### src/rtl/mips_pkg.sv
// Shared definitions for the MIPS front end: fetch FSM states, reset address
// default, alignment helper and the opcode/funct constants that the control
// decoder consumes from the fetch stage.
package mips_pkg;

    // Fetch unit state encoding
    typedef enum logic [1:0] {
        FS_IDLE = 2'd0,
        FS_REQ  = 2'd1,
        FS_HOLD = 2'd2,
        FS_DROP = 2'd3
    } fetch_state_e;

    localparam logic [31:0] RESET_PC_DEFAULT = 32'h0000_0000;
    localparam logic [31:0] PC_STEP          = 32'h0000_0004;

    // Primary opcode field values (Instr[31:26])
    localparam logic [5:0] OP_RTYPE = 6'h00;
    localparam logic [5:0] OP_J     = 6'h02;
    localparam logic [5:0] OP_JAL   = 6'h03;
    localparam logic [5:0] OP_BEQ   = 6'h04;
    localparam logic [5:0] OP_BNE   = 6'h05;
    localparam logic [5:0] OP_ADDI  = 6'h08;
    localparam logic [5:0] OP_LW    = 6'h23;
    localparam logic [5:0] OP_SW    = 6'h2B;

    // R-type funct field values (Instr[5:0])
    localparam logic [5:0] FN_JR  = 6'h08;
    localparam logic [5:0] FN_ADD = 6'h20;
    localparam logic [5:0] FN_SUB = 6'h22;
    localparam logic [5:0] FN_AND = 6'h24;
    localparam logic [5:0] FN_OR  = 6'h25;
    localparam logic [5:0] FN_SLT = 6'h2A;

    // Force an address onto a word boundary
    function automatic logic [31:0] word_align(input logic [31:0] addr);
        return addr & ~32'h0000_0003;
    endfunction

endpackage

### src/rtl/fetch_pc_reg.sv
// Program counter register: reset value, +4 increment (wraps mod 2^32) and
// redirect load. Both the stored value and the next value are word aligned.
module fetch_pc_reg
    import mips_pkg::*;
#(
    parameter logic [31:0] RESET_PC = RESET_PC_DEFAULT
) (
    input  logic        clk_i,
    input  logic        rst_n_i,
    input  logic        inc_i,
    input  logic        load_i,
    input  logic [31:0] load_pc_i,
    output logic [31:0] pc_o,
    output logic [31:0] pc_d_o
);

    logic [31:0] pc_q;
    logic [31:0] pc_d;

    // Next PC: redirect load beats increment, otherwise hold
    always_comb begin
        pc_d = pc_q;
        if (load_i) begin
            pc_d = word_align(load_pc_i);
        end else if (inc_i) begin
            pc_d = pc_q + PC_STEP;
        end else begin
            pc_d = pc_q;
        end
    end

    // PC state register with synchronous active-low reset
    always_ff @(posedge clk_i) begin
        if (!rst_n_i) begin
            pc_q <= word_align(RESET_PC);
        end else begin
            pc_q <= pc_d;
        end
    end

    assign pc_o   = pc_q;
    assign pc_d_o = pc_d;

endmodule

### src/rtl/instr_fetch_unit.sv
// Instruction fetch unit: drives word reads to instruction memory over a
// req/ack handshake and hands fetched words to decode over valid/ready.
// A redirect retargets the PC; data of a request already in flight is
// dropped (DROP state) so the memory handshake always completes cleanly.
// Every output comes straight from a flop.
module instr_fetch_unit
    import mips_pkg::*;
#(
    parameter logic [31:0] RESET_PC = RESET_PC_DEFAULT
) (
    input  logic        CLK,
    input  logic        Reset_L,
    output logic        IMemReq,
    output logic [31:0] IMemAddr,
    input  logic        IMemAck,
    input  logic [31:0] IMemData,
    output logic [31:0] Instr,
    output logic [31:0] InstrPC,
    output logic        InstrValid,
    input  logic        InstrReady,
    input  logic        Redirect,
    input  logic [31:0] RedirectPC
);

    fetch_state_e state_q;
    fetch_state_e state_d;

    logic        pc_inc_s;
    logic        pc_load_s;
    logic        accept_s;
    logic [31:0] pc_s;
    logic [31:0] pc_next_s;

    logic        imem_req_q,    imem_req_d;
    logic [31:0] imem_addr_q,   imem_addr_d;
    logic [31:0] instr_q,       instr_d;
    logic [31:0] instr_pc_q,    instr_pc_d;
    logic        instr_valid_q, instr_valid_d;

    // An ack in REQ is kept only when no redirect arrives in the same cycle
    assign accept_s  = (state_q == FS_REQ) && IMemAck && !Redirect;
    assign pc_inc_s  = accept_s;
    assign pc_load_s = Redirect && (state_q != FS_IDLE);

    fetch_pc_reg #(
        .RESET_PC (RESET_PC)
    ) u_pc (
        .clk_i     (CLK),
        .rst_n_i   (Reset_L),
        .inc_i     (pc_inc_s),
        .load_i    (pc_load_s),
        .load_pc_i (RedirectPC),
        .pc_o      (pc_s),
        .pc_d_o    (pc_next_s)
    );

    // FSM state register
    always_ff @(posedge CLK) begin
        if (!Reset_L) begin
            state_q <= FS_IDLE;
        end else begin
            state_q <= state_d;
        end
    end

    // FSM next-state logic; redirect takes priority in every active state
    always_comb begin
        state_d = state_q;
        case (state_q)
            FS_IDLE: begin
                state_d = FS_REQ;
            end
            FS_REQ: begin
                if (Redirect) begin
                    state_d = IMemAck ? FS_REQ : FS_DROP;
                end else if (IMemAck) begin
                    state_d = FS_HOLD;
                end else begin
                    state_d = FS_REQ;
                end
            end
            FS_HOLD: begin
                if (Redirect || InstrReady) begin
                    state_d = FS_REQ;
                end else begin
                    state_d = FS_HOLD;
                end
            end
            FS_DROP: begin
                if (IMemAck) begin
                    state_d = FS_REQ;
                end else begin
                    state_d = FS_DROP;
                end
            end
            default: begin
                state_d = FS_IDLE;
            end
        endcase
    end

    // FSM output logic: next values of the registered outputs
    always_comb begin
        imem_req_d    = (state_d == FS_REQ) || (state_d == FS_DROP);
        instr_valid_d = (state_d == FS_HOLD);
        // A fresh request picks up the new PC; DROP keeps the old address
        if (state_d == FS_REQ) begin
            imem_addr_d = pc_next_s;
        end else begin
            imem_addr_d = imem_addr_q;
        end
        if (accept_s) begin
            instr_d    = IMemData;
            instr_pc_d = pc_s;
        end else begin
            instr_d    = instr_q;
            instr_pc_d = instr_pc_q;
        end
    end

    // Output registers
    always_ff @(posedge CLK) begin
        if (!Reset_L) begin
            imem_req_q    <= 1'b0;
            imem_addr_q   <= word_align(RESET_PC);
            instr_q       <= 32'h0000_0000;
            instr_pc_q    <= 32'h0000_0000;
            instr_valid_q <= 1'b0;
        end else begin
            imem_req_q    <= imem_req_d;
            imem_addr_q   <= imem_addr_d;
            instr_q       <= instr_d;
            instr_pc_q    <= instr_pc_d;
            instr_valid_q <= instr_valid_d;
        end
    end

    assign IMemReq    = imem_req_q;
    assign IMemAddr   = imem_addr_q;
    assign Instr      = instr_q;
    assign InstrPC    = instr_pc_q;
    assign InstrValid = instr_valid_q;

endmodule

### config.mk
export PLATFORM = sky130hd
export DESIGN_NAME = instr_fetch_unit
export DESIGN_NICKNAME = d
export VERILOG_FILES = /design/src/rtl/mips_pkg.sv /design/src/rtl/fetch_pc_reg.sv /design/src/rtl/instr_fetch_unit.sv
export SDC_FILE = /design/constraint.sdc
export NUM_CORES = 1
export LEC_CHECK = 0
export ABC_CLOCK_PERIOD_IN_PS = 2410
export CAP_MARGIN = 20
export CORE_MARGIN = 5
export CORE_UTILIZATION = 34
export CTS_BUF_LIST = sky130_fd_sc_hd__clkbuf_8
export CTS_CLUSTER_SIZE = 40
export DETAILED_ROUTE_END_ITERATION = 6
export PLACE_DENSITY = 0.59
export SLEW_MARGIN = 10
export SYNTH_ARGS = -nofsm -noshare
export SYNTH_HDL_FRONTEND = slang
export SYNTH_HIERARCHICAL = 1
export SYNTH_SLANG_ARGS = --single-unit
### constraint.sdc
create_clock -name CLK -period 2.41 [get_ports CLK]
set_input_delay 0.482 -clock CLK [delete_from_list [all_inputs] [get_ports CLK]]
set_output_delay 0.482 -clock CLK [all_outputs]
set_load 0.05 [all_outputs]
=== Yosys cells after proc, flatten, opt, wreduce, memory -nomap -nowiden ===
Index checks and enable logic that the tools add are counted.

* Register bits after elaboration: 132
* Output and inout bits: 98
* Logic and storage cells: 29

* Add/subtract/negate cells: 1
* Equality and inequality tests: 6
* Mux-type cells: 7
* Reduce and logical (&&, ||, !) cells: 8

{| class="wikitable"
|+ Operators with widths
! cell !! count
|-
| $mux 32 || 2
|-
| $add 32x3->32 const B || 1
|-
| $eq 2x2->1 const B || 4
|-
| $mux 2 || 4
|-
| $pmux 2 s4 || 1
|-
| $eq 2x1->1 const B || 2
|-
| $logic_and 1x1->1 || 3
|-
| $logic_not 2->1 || 1
|-
| $logic_or 1x1->1 || 2
|-
| $reduce_bool 2->1 || 1
|-
| $logic_not 1->1 || 1
|}

=== Depth between registers and ports, before layout ===
* Word-level depth: 5
* Depth in mapped cells: 11
* Depth with buffers taken out: 8

=== By module ===
Netlist, hierarchy kept.

{| class="wikitable"
|+ By module, submodules not included
! module !! times used !! cells an instance !! area an instance (um^2)
|-
| instr_fetch_unit || 1 || 435 || 3804.9
|-
| fetch_pc_reg || 1 || 293 || 2237.1
|}

=== Worst setup path after synthesis ===
OpenSTA, ideal clock, no wires.

* Path type: input -> register
* Start point: in Redirect
* End point: reg imem_addr_q[16], in the netlist IMemAddr[16]
* Arrival: 2355 ps
* Data required time: 2338 ps
* Setup slack: -16 ps
* Stages: 10
* Path buffers: 2
* Path through: nand4bb_1 inv_1 clkbuf_1 buf_4 nand4_1 or3_1 or3_1 a31oi_1 nand2_1 mux2i_1

* Word-level cells in the longest chain between the ends: 4
* Elaborated cells between the ends (all ways): 10
* Classes of those cells: eq/ne: 1; mux: 5; reduce/logical: 4

{| class="wikitable"
|+ RTL lines
! item !! line !! source
|-
| from (decl) || instr_fetch_unit.sv:21 || <nowiki>input logic Redirect,</nowiki>
|-
| $logic_not 1->1 || instr_fetch_unit.sv:41 || <nowiki>assign accept_s = (state_q == FS_REQ) && IMemAck && !Redirect;</nowiki>
|-
| $logic_and 1x1->1 || instr_fetch_unit.sv:41 ||
|-
| via accept_s || instr_fetch_unit.sv:30 || <nowiki>logic accept_s;</nowiki>
|-
| $mux 32 || fetch_pc_reg.sv:25 || <nowiki>end else if (inc_i) begin</nowiki>
|-
| $mux 32 || fetch_pc_reg.sv:23 || <nowiki>if (load_i) begin</nowiki>
|-
| via pc_next_s[16] || instr_fetch_unit.sv:32 || <nowiki>logic [31:0] pc_next_s;</nowiki>
|-
| to (signal assigned) || instr_fetch_unit.sv:125 || <nowiki>imem_addr_q <= word_align(RESET_PC);</nowiki>
|-
| to (signal assigned) || instr_fetch_unit.sv:131 || <nowiki>imem_addr_q <= imem_addr_d;</nowiki>
|-
| to (decl) || instr_fetch_unit.sv:35 || <nowiki>logic [31:0] imem_addr_q, imem_addr_d;</nowiki>
|}

The timed path passes the listed nets, and every way through them passes these cells.
A chain may end at the register's enable or synchronous reset.

=== Final worst setup path ===
* Start point: in IMemAck
* End point: reg imem_addr_q[16], in the netlist IMemAddr[16]

* Word-level cells in the longest chain between the ends: 4
* Elaborated cells between the ends (all ways): 9
* Classes of those cells: eq/ne: 1; mux: 6; reduce/logical: 2

{| class="wikitable"
|+ RTL lines
! item !! line !! source
|-
| from (decl) || instr_fetch_unit.sv:15 || <nowiki>input logic IMemAck,</nowiki>
|-
| $logic_and 1x1->1 (2 in series) || instr_fetch_unit.sv:41 ||
|-
| $mux 32 || fetch_pc_reg.sv:25 ||
|-
| $mux 32 || fetch_pc_reg.sv:23 ||
|-
| via pc_next_s[16] || instr_fetch_unit.sv:32 ||
|}

The timed path passes the listed nets, and every way through them passes these cells.

==> flow_summary.ini <==
[outcome]
outcome = complete, no violations

[global_route]
grt_max_degree = 112
track_usage_pct = 17.3
grt_overflow = 0
busiest_layer = met1
grt_use_met1_pct = 25.8
grt_use_met2_pct = 25.0
antenna_found_initial = 0
grt_use_met3_pct = 4.39
grt_pass1_vias = 5303
grt_pass1_wl_um = 28100

[sta]
hold_ws_ns = 0.456
rsz0062_at_grt = false
finalSetupTns_ns = 0
fin_worst_skew_ns = 0.0156
worst_slew_pin_slew_ns = 0.674
post-route-min-period_ns = 2.25
drv_slew = 0
worst_slew_margin_rel_pct = 55.0
finalSetupViolCount = 0
min_period_over_period_pct = 93.2
hold_viol = 0
clock.fmax_ghz = 0.445

[synth]
synth_area_per_cell_um2 = 8.30
synthCells = 728
synthFlopType = dfxtp_1
synth_nets = 799
synth_area_mm2 = 0.00604
ys_seq_area_share_pct = 43.7
synth-warning-count = 6
synth-edff-count = 0
synth_top_cell_area_share_pct = 43.7
synthTopCellsByArea = dfxtp_1 44%, nand2_1 13%, a21boi_0 7.1%
ys_ff_latch = 132
synthDistinctLibCells = 50
synth_largest_area_cell = dfxtp_1
synthArstFlopShare_pct = 0

[placed_design]
gp_congestion = 0.813
place_inst = 1109
placed_area_mm2 = 0.00810
portBuffers = 164
dpl.hpwl_um = 12500

[setup_path]
crit_fanout = 5
worstSetupStartpointType = input port
worst_ep_required_time_ns = 2.77
end_kind = register
crit_type = input port to register
worst-endpoint-arrival_ns = 2.61

[clocking]
cts_sinks = 132
clockBufferDepth = 2
path_clk_slew_ns = 0.07
clock_latency_ns = 0.44
cts_tree = built
post_cts_buffers = 0
cts_hold_buf = 0
htreeDepth = 4
cts_resized = 0
numCtsBuffers = 17
ctsRootBufferMaster = clkbuf_8

[final_layout]
antennaDiodeCount = 0
fin_nets = 974
layout-drive-gt1-share_pct = 9.50
final_cells = 1141
fin_area_mm2 = 0.00851
syn2layout_area_growth_pct = 40.8

[die]
die_h_um = 143
start_util_pct = 34.8
ioPinCount = 167
num_rows = 48
die-area_mm2 = 0.0205
dieWidth_um = 143
core_mm2 = 0.0174

[route]
wl_per_cell_um = 15.8
first_pass_iters = 5
drc_errors = 0
dr_total_vias = 5612
routed_via_density = 4.92
drtIter0Drc = 319
wl_um = 18000
ant_nets = 0

[power_and_ir_drop]
p_per_area_mw_per_mm2 = 647
irDropWorstVdd_uv = 381
leakagePower_nw = 3.13

[job]
drv_cap = 0

[hold_path]
hold_path.class = register to register
## synthesized netlist by cell type (6+ instances only)
library cell,instances
nand2_1,212
dfxtp_1,132
a21boi_0,57
mux2i_1,37
clkbuf_1,27
nor2_1,26
nand4_1,18
and2_1,17
a21oi_1,16
nand3_1,16
nor4_1,16
o21ai_0,16
buf_2,12
a211oi_1,11
and4_1,11
nor2b_1,11
a21boi_1,8
nor3_1,8
xnor2_1,7
a31oi_1,6
## power breakdown
part | leakage, nW | switching, mW | internal, mW | total [mW]
Combinational | 1.84 | 0.676 | 0.472 | 1.15
Sequential | 1.08 | 0.128 | 2.32 | 2.44
Clock | 0.207 | 0.909 | 1.00 | 1.91
Total | 3.13 | 1.71 | 3.79 | 5.50
## final cells by class
type	count	area, um2
flip-flops and latches	132	2640
repair buffers	205	1980
clock inverters	12	129
fillers	1751	8850
inverters	6	22.5
multi-input cells	541	3170
clock buffers	20	275
well taps	225	282
## cells by family (layout without fill, tap and decap cells)
kind of cell / count (synthesis) / count (layout) / synth area share, %
buffers and inverters: 55 / 243 / 4.16
adders and majority gates: 2 / 2 / 0.414
DFF: 132 / 132 / 43.7
AOI/OAI and AO/OA: 132 / 132 / 15.5
muxes: 39 / 39 / 6.50
and+or+nand+nor: 357 / 357 / 28.1
xor gates and xnor gates: 11 / 11 / 1.59
## path summary, 6_finish.rpt
check              from            to  slack [ns]  cells after the start
max             IMemAck  IMemAddr[16]        0.16                      9
min          InstrPC[6]    InstrPC[6]        0.46                      2
max reg2reg  state_q[1]  IMemAddr[16]        0.24                      8
min reg2reg  InstrPC[6]    InstrPC[6]        0.46                      2
## state kept, by name, summed over array words and instances, names as in the netlist
name,count
IMemAddr,32
IMemReq,1
Instr,32
InstrPC,32
InstrValid,1
state_q,2
u_pc/pc_o,32
## worst max-delay path, cell delays in order
cell and delay, ns:
clkdlybuf4s50_1 0.52, nand4bb_4 0.14, inv_2 0.12, nand4_1 0.20, or3_1 0.42, or3_1 0.33, a31oi_1 0.18, nand2_1 0.07
mux2i_1 0.15
## cell usage in the layout (no fill, tap or decap), types with 5 or more instances in the layout
cell type,count
buf_4,39
o21ai_0,16
nor4_1,16
or3_1,5
clkbuf_8,20
nor2_1,25
xnor2_1,7
and2_1,17
dfxtp_1,132
nor3_1,8
and4_1,11
mux2i_1,37
a31oi_1,6
nand3_1,16
nor2b_1,11
a21oi_1,16
clkdlybuf4s50_1,163
a211oi_1,11
nand2_1,212
a311oi_1,5
nand4_1,18
a21boi_0,57
a21boi_1,8
inv_1,5
## metrics by stage
step / utilization (%) / setup slack [ns] / total power [mW]
floorplan: - / 0.104 / 3.19
global placement: 46.7 / -0.194 / 3.64
detailed placement: 46.7 / -0.221 / 3.64
CTS: 49.0 / 0.207 / 5.57
global route: 49.0 / 0.0647 / 5.78
finish: 49.0 / 0.164 / 5.50
## metal layers
metal  share of wire [%]  wire length, um
met4                0.81              146
met2                  42             7510
met1                  51             9170
met5                   0                0
met3                 6.4             1150
Power figures use the tool's default switching activity.
==> patch: new RTL, config.mk and constraints unchanged <==
Re-encode `fetch_state_e` (4 states) as one-hot, 4 bits wide.
--- a/src/rtl/mips_pkg.sv
+++ b/src/rtl/mips_pkg.sv
@@ -4,11 +4,11 @@
 package mips_pkg;
 
     // Fetch unit state encoding
-    typedef enum logic [1:0] {
-        FS_IDLE = 2'd0,
-        FS_REQ  = 2'd1,
-        FS_HOLD = 2'd2,
-        FS_DROP = 2'd3
+    typedef enum logic [3:0] {
+        FS_IDLE = 4'b0001,
+        FS_REQ  = 4'b0010,
+        FS_HOLD = 4'b0100,
+        FS_DROP = 4'b1000
     } fetch_state_e;
 
     localparam logic [31:0] RESET_PC_DEFAULT = 32'h0000_0000;
Formal check against the unedited RTL: same outputs for any inputs over 10 cycles, from zero or initial values and one cycle with Reset_L low; not proved beyond that.
==> patch against the unedited design <==
- synthesized area up 3.9%
- worst setup slack worse by 0.057 ns
- critical endpoint unchanged
- clock skew down 0.0069 ns
- routed wire length up 11%
- sequential cell count up 2
- design area up 5.1%
- first-iteration DRC count down 11%
Power is not compared: it rests on default switching activity, and its combinational part moved more than twofold at a synthesized area within 25%.
==> patch: results (changes against the unedited design) <==
run status=finished, final reports clean; hpwl dp=14.3 mm (+15%); top post-synthesis cells by area=sky130_fd_sc_hd__dfxtp_1 (43%), sky130_fd_sc_hd__nand2_1 (13%), sky130_fd_sc_hd__a21boi_0 (7.8%); synth cell count leaders=sky130_fd_sc_hd__nand2_1 (215), sky130_fd_sc_hd__dfxtp_1 (134), sky130_fd_sc_hd__a21boi_0 (65); buffers added on ports=164 (unchanged); routed via count=5977 (+6.5%); sequential cell area fraction in the yosys report=42.7% (-0.99 points); post-placement worst setup slack=-0.400 ns (-0.180 ns); r2r endpoint=IMemAddr[16]; via count of the first global-routing pass=5755 (+8.5%); pin count of the biggest net entering global routing=65 (-42%); Post-Route Hold Slack=0.461 ns (+0.00567 ns); n_diodes=0 (unchanged); synthesis warning total=6 (unchanged); number of cells on the worst reg-to-reg path=10 (+2); peak ir drop on the vdd network=0.442 mV; fraction of final layout cells sized beyond drive strength 1=12.8% (+3.3 points); Crit path arrival time=2.68 ns (+0.07 ns); wire length of the first global-routing pass=31.8 mm (+13%); r2r setup slk=0.11 ns (-0.13 ns); number of clock buffers inserted by TritonCTS=17 (unchanged); switching fraction of total power=36.1%; number of antenna violations at the first check in global routing=0 (unchanged); depth of the CTS H-tree=4 (unchanged); peak per-stage delay on the critical path=0.37 ns (-0.15 ns); startpoint of the worst register-to-register path=state_q[0]; maximum fanout along the worst path=6 (+1); clock latency reported for the late side of the worst-skew pair=0.45 ns; max_slew headroom=51.8% (-3.2 points); Max Clock Skew=0.00873 ns (-0.00686 ns); # placed instances=1163 (+4.9%); global-route usage over all layers=18.5% (+1.2 points); count of cell types in the netlist=59 (+18%); Post-Synthesis Cells=752 (+3.3%); placed cell areas=8420 sq um (+3.9%); Worst Hold Depth=2 (unchanged); Worst path slowest cell=sky130_fd_sc_hd__or3_1; Hold Crit Endpoint=IMemAddr[30]; Final GP Congestion=0.833 (+2.5%); number of nets in the layout=1026 (+5.3%); Routed Wire Length=19.9 mm (+11%); Post-Syn Nets=824 (+3.1%); Async SR Flop Fraction=0% (unchanged); average via count per standard cell=5.00 (+1.6%); Clock Pin Slew Worst Setup and Hold Paths=0.08 ns; P_leak=3.21 nW; buffer type at the clock tree root=sky130_fd_sc_hd__clkbuf_8; count of TritonRoute iterations in the first routing pass=5 (unchanged); Tightest Hold Check Type=reg2reg; number of DRC violations after detailed-routing iteration 0=283 (-11%); HP Start=IMemAddr[30]; maximum clock insertion buffer count=2 (unchanged)
==> patch: cell types whose count changed after synthesis, moves of 2 or more <==
cell / delta
sky130_fd_sc_hd__a21boi_1: -8
sky130_fd_sc_hd__buf_1: +2
sky130_fd_sc_hd__a21boi_0: +8
sky130_fd_sc_hd__nand2_1: +3
sky130_fd_sc_hd__nor2_1: +6
sky130_fd_sc_hd__dfxtp_1: +2
sky130_fd_sc_hd__buf_2: -7
sky130_fd_sc_hd__clkbuf_8: +5
sky130_fd_sc_hd__o21ai_0: +3
sky130_fd_sc_hd__and2_1: -2
sky130_fd_sc_hd__clkbuf_1: -2
sky130_fd_sc_hd__buf_12: +3
==> patch: how the worst max path moves through the flow <==
stage	depth (start not counted)	end	from	slack (ns)
floorplan	11	IMemAddr[16]	state_q[0]	0.06
global placement	12	IMemAddr[28]	Redirect	-0.42
detailed placement	12	IMemAddr[28]	Redirect	-0.40
CTS	11	IMemAddr[13]	Redirect	0.08
global route	10	IMemAddr[16]	state_q[0]	-0.03
finish	10	IMemAddr[16]	state_q[0]	0.11
==> patch: area by class of cell <==
cell class,instances,area (sq um)
clock inverters,14,224
multi-input cells,561,3290
repair buffers,233,2180
clock buffers,18,248
flip-flops and latches,134,2680
well taps,229,287
inverters,7,26.3
fillers,1792,9150
==> patch: critical path, delay by kind of cell (launching register included) <==
kind	cells	cell delay [ns]
flip-flops	1	0.31
AO/OA/AOI/OAI	1	0.14
multiplexers	1	0.14
AND/OR/NAND/NOR	6	1.34
buffers and inverters	2	0.30
==> patch: power by group through the flow <==
stage | sequential [mW] | clock (mW) | combinational (mW)
after global routing | 2.80 | 2.37 | 2.79
after detailed placement | 2.80 | 0 | 2.59
after floorplan | 3.28 | 0 | 1.20
after global placement | 2.81 | 0 | 2.58
after CTS | 2.76 | 2.29 | 2.60
final | 2.76 | 2.22 | 2.61
==> patch: metal layers <==
metal | track usage [%] | up-vias | share of wire, %
met5 | 0 | - | 0
met4 | 6.41 | 0 | 2.1
met3 | 3.77 | 27 | 5.4
met2 | 28.0 | 166 | 44
met1 | 26.3 | 2768 | 48
li1 | - | 3016 | -
==> patch: kinds of logic (layout without fill, tap and decap cells) <==
kind of cell | after synthesis | in the layout | synth area share [%]
adders and majority gates | 3 | 3 | 0.598
muxes | 38 | 38 | 6.10
xor gates and xnor gates | 11 | 11 | 1.54
DFF | 134 | 134 | 42.7
and+or+nand+nor | 370 | 370 | 28.1
AOI/OAI and AO/OA | 139 | 139 | 15.4
buffers and inverters | 57 | 272 | 5.52
==> patch: what timing repair did <==
item	in CTS	in global routing
endpoints found under the setup margin	0	17
resized for setup	0	9
buffers inserted	0	2
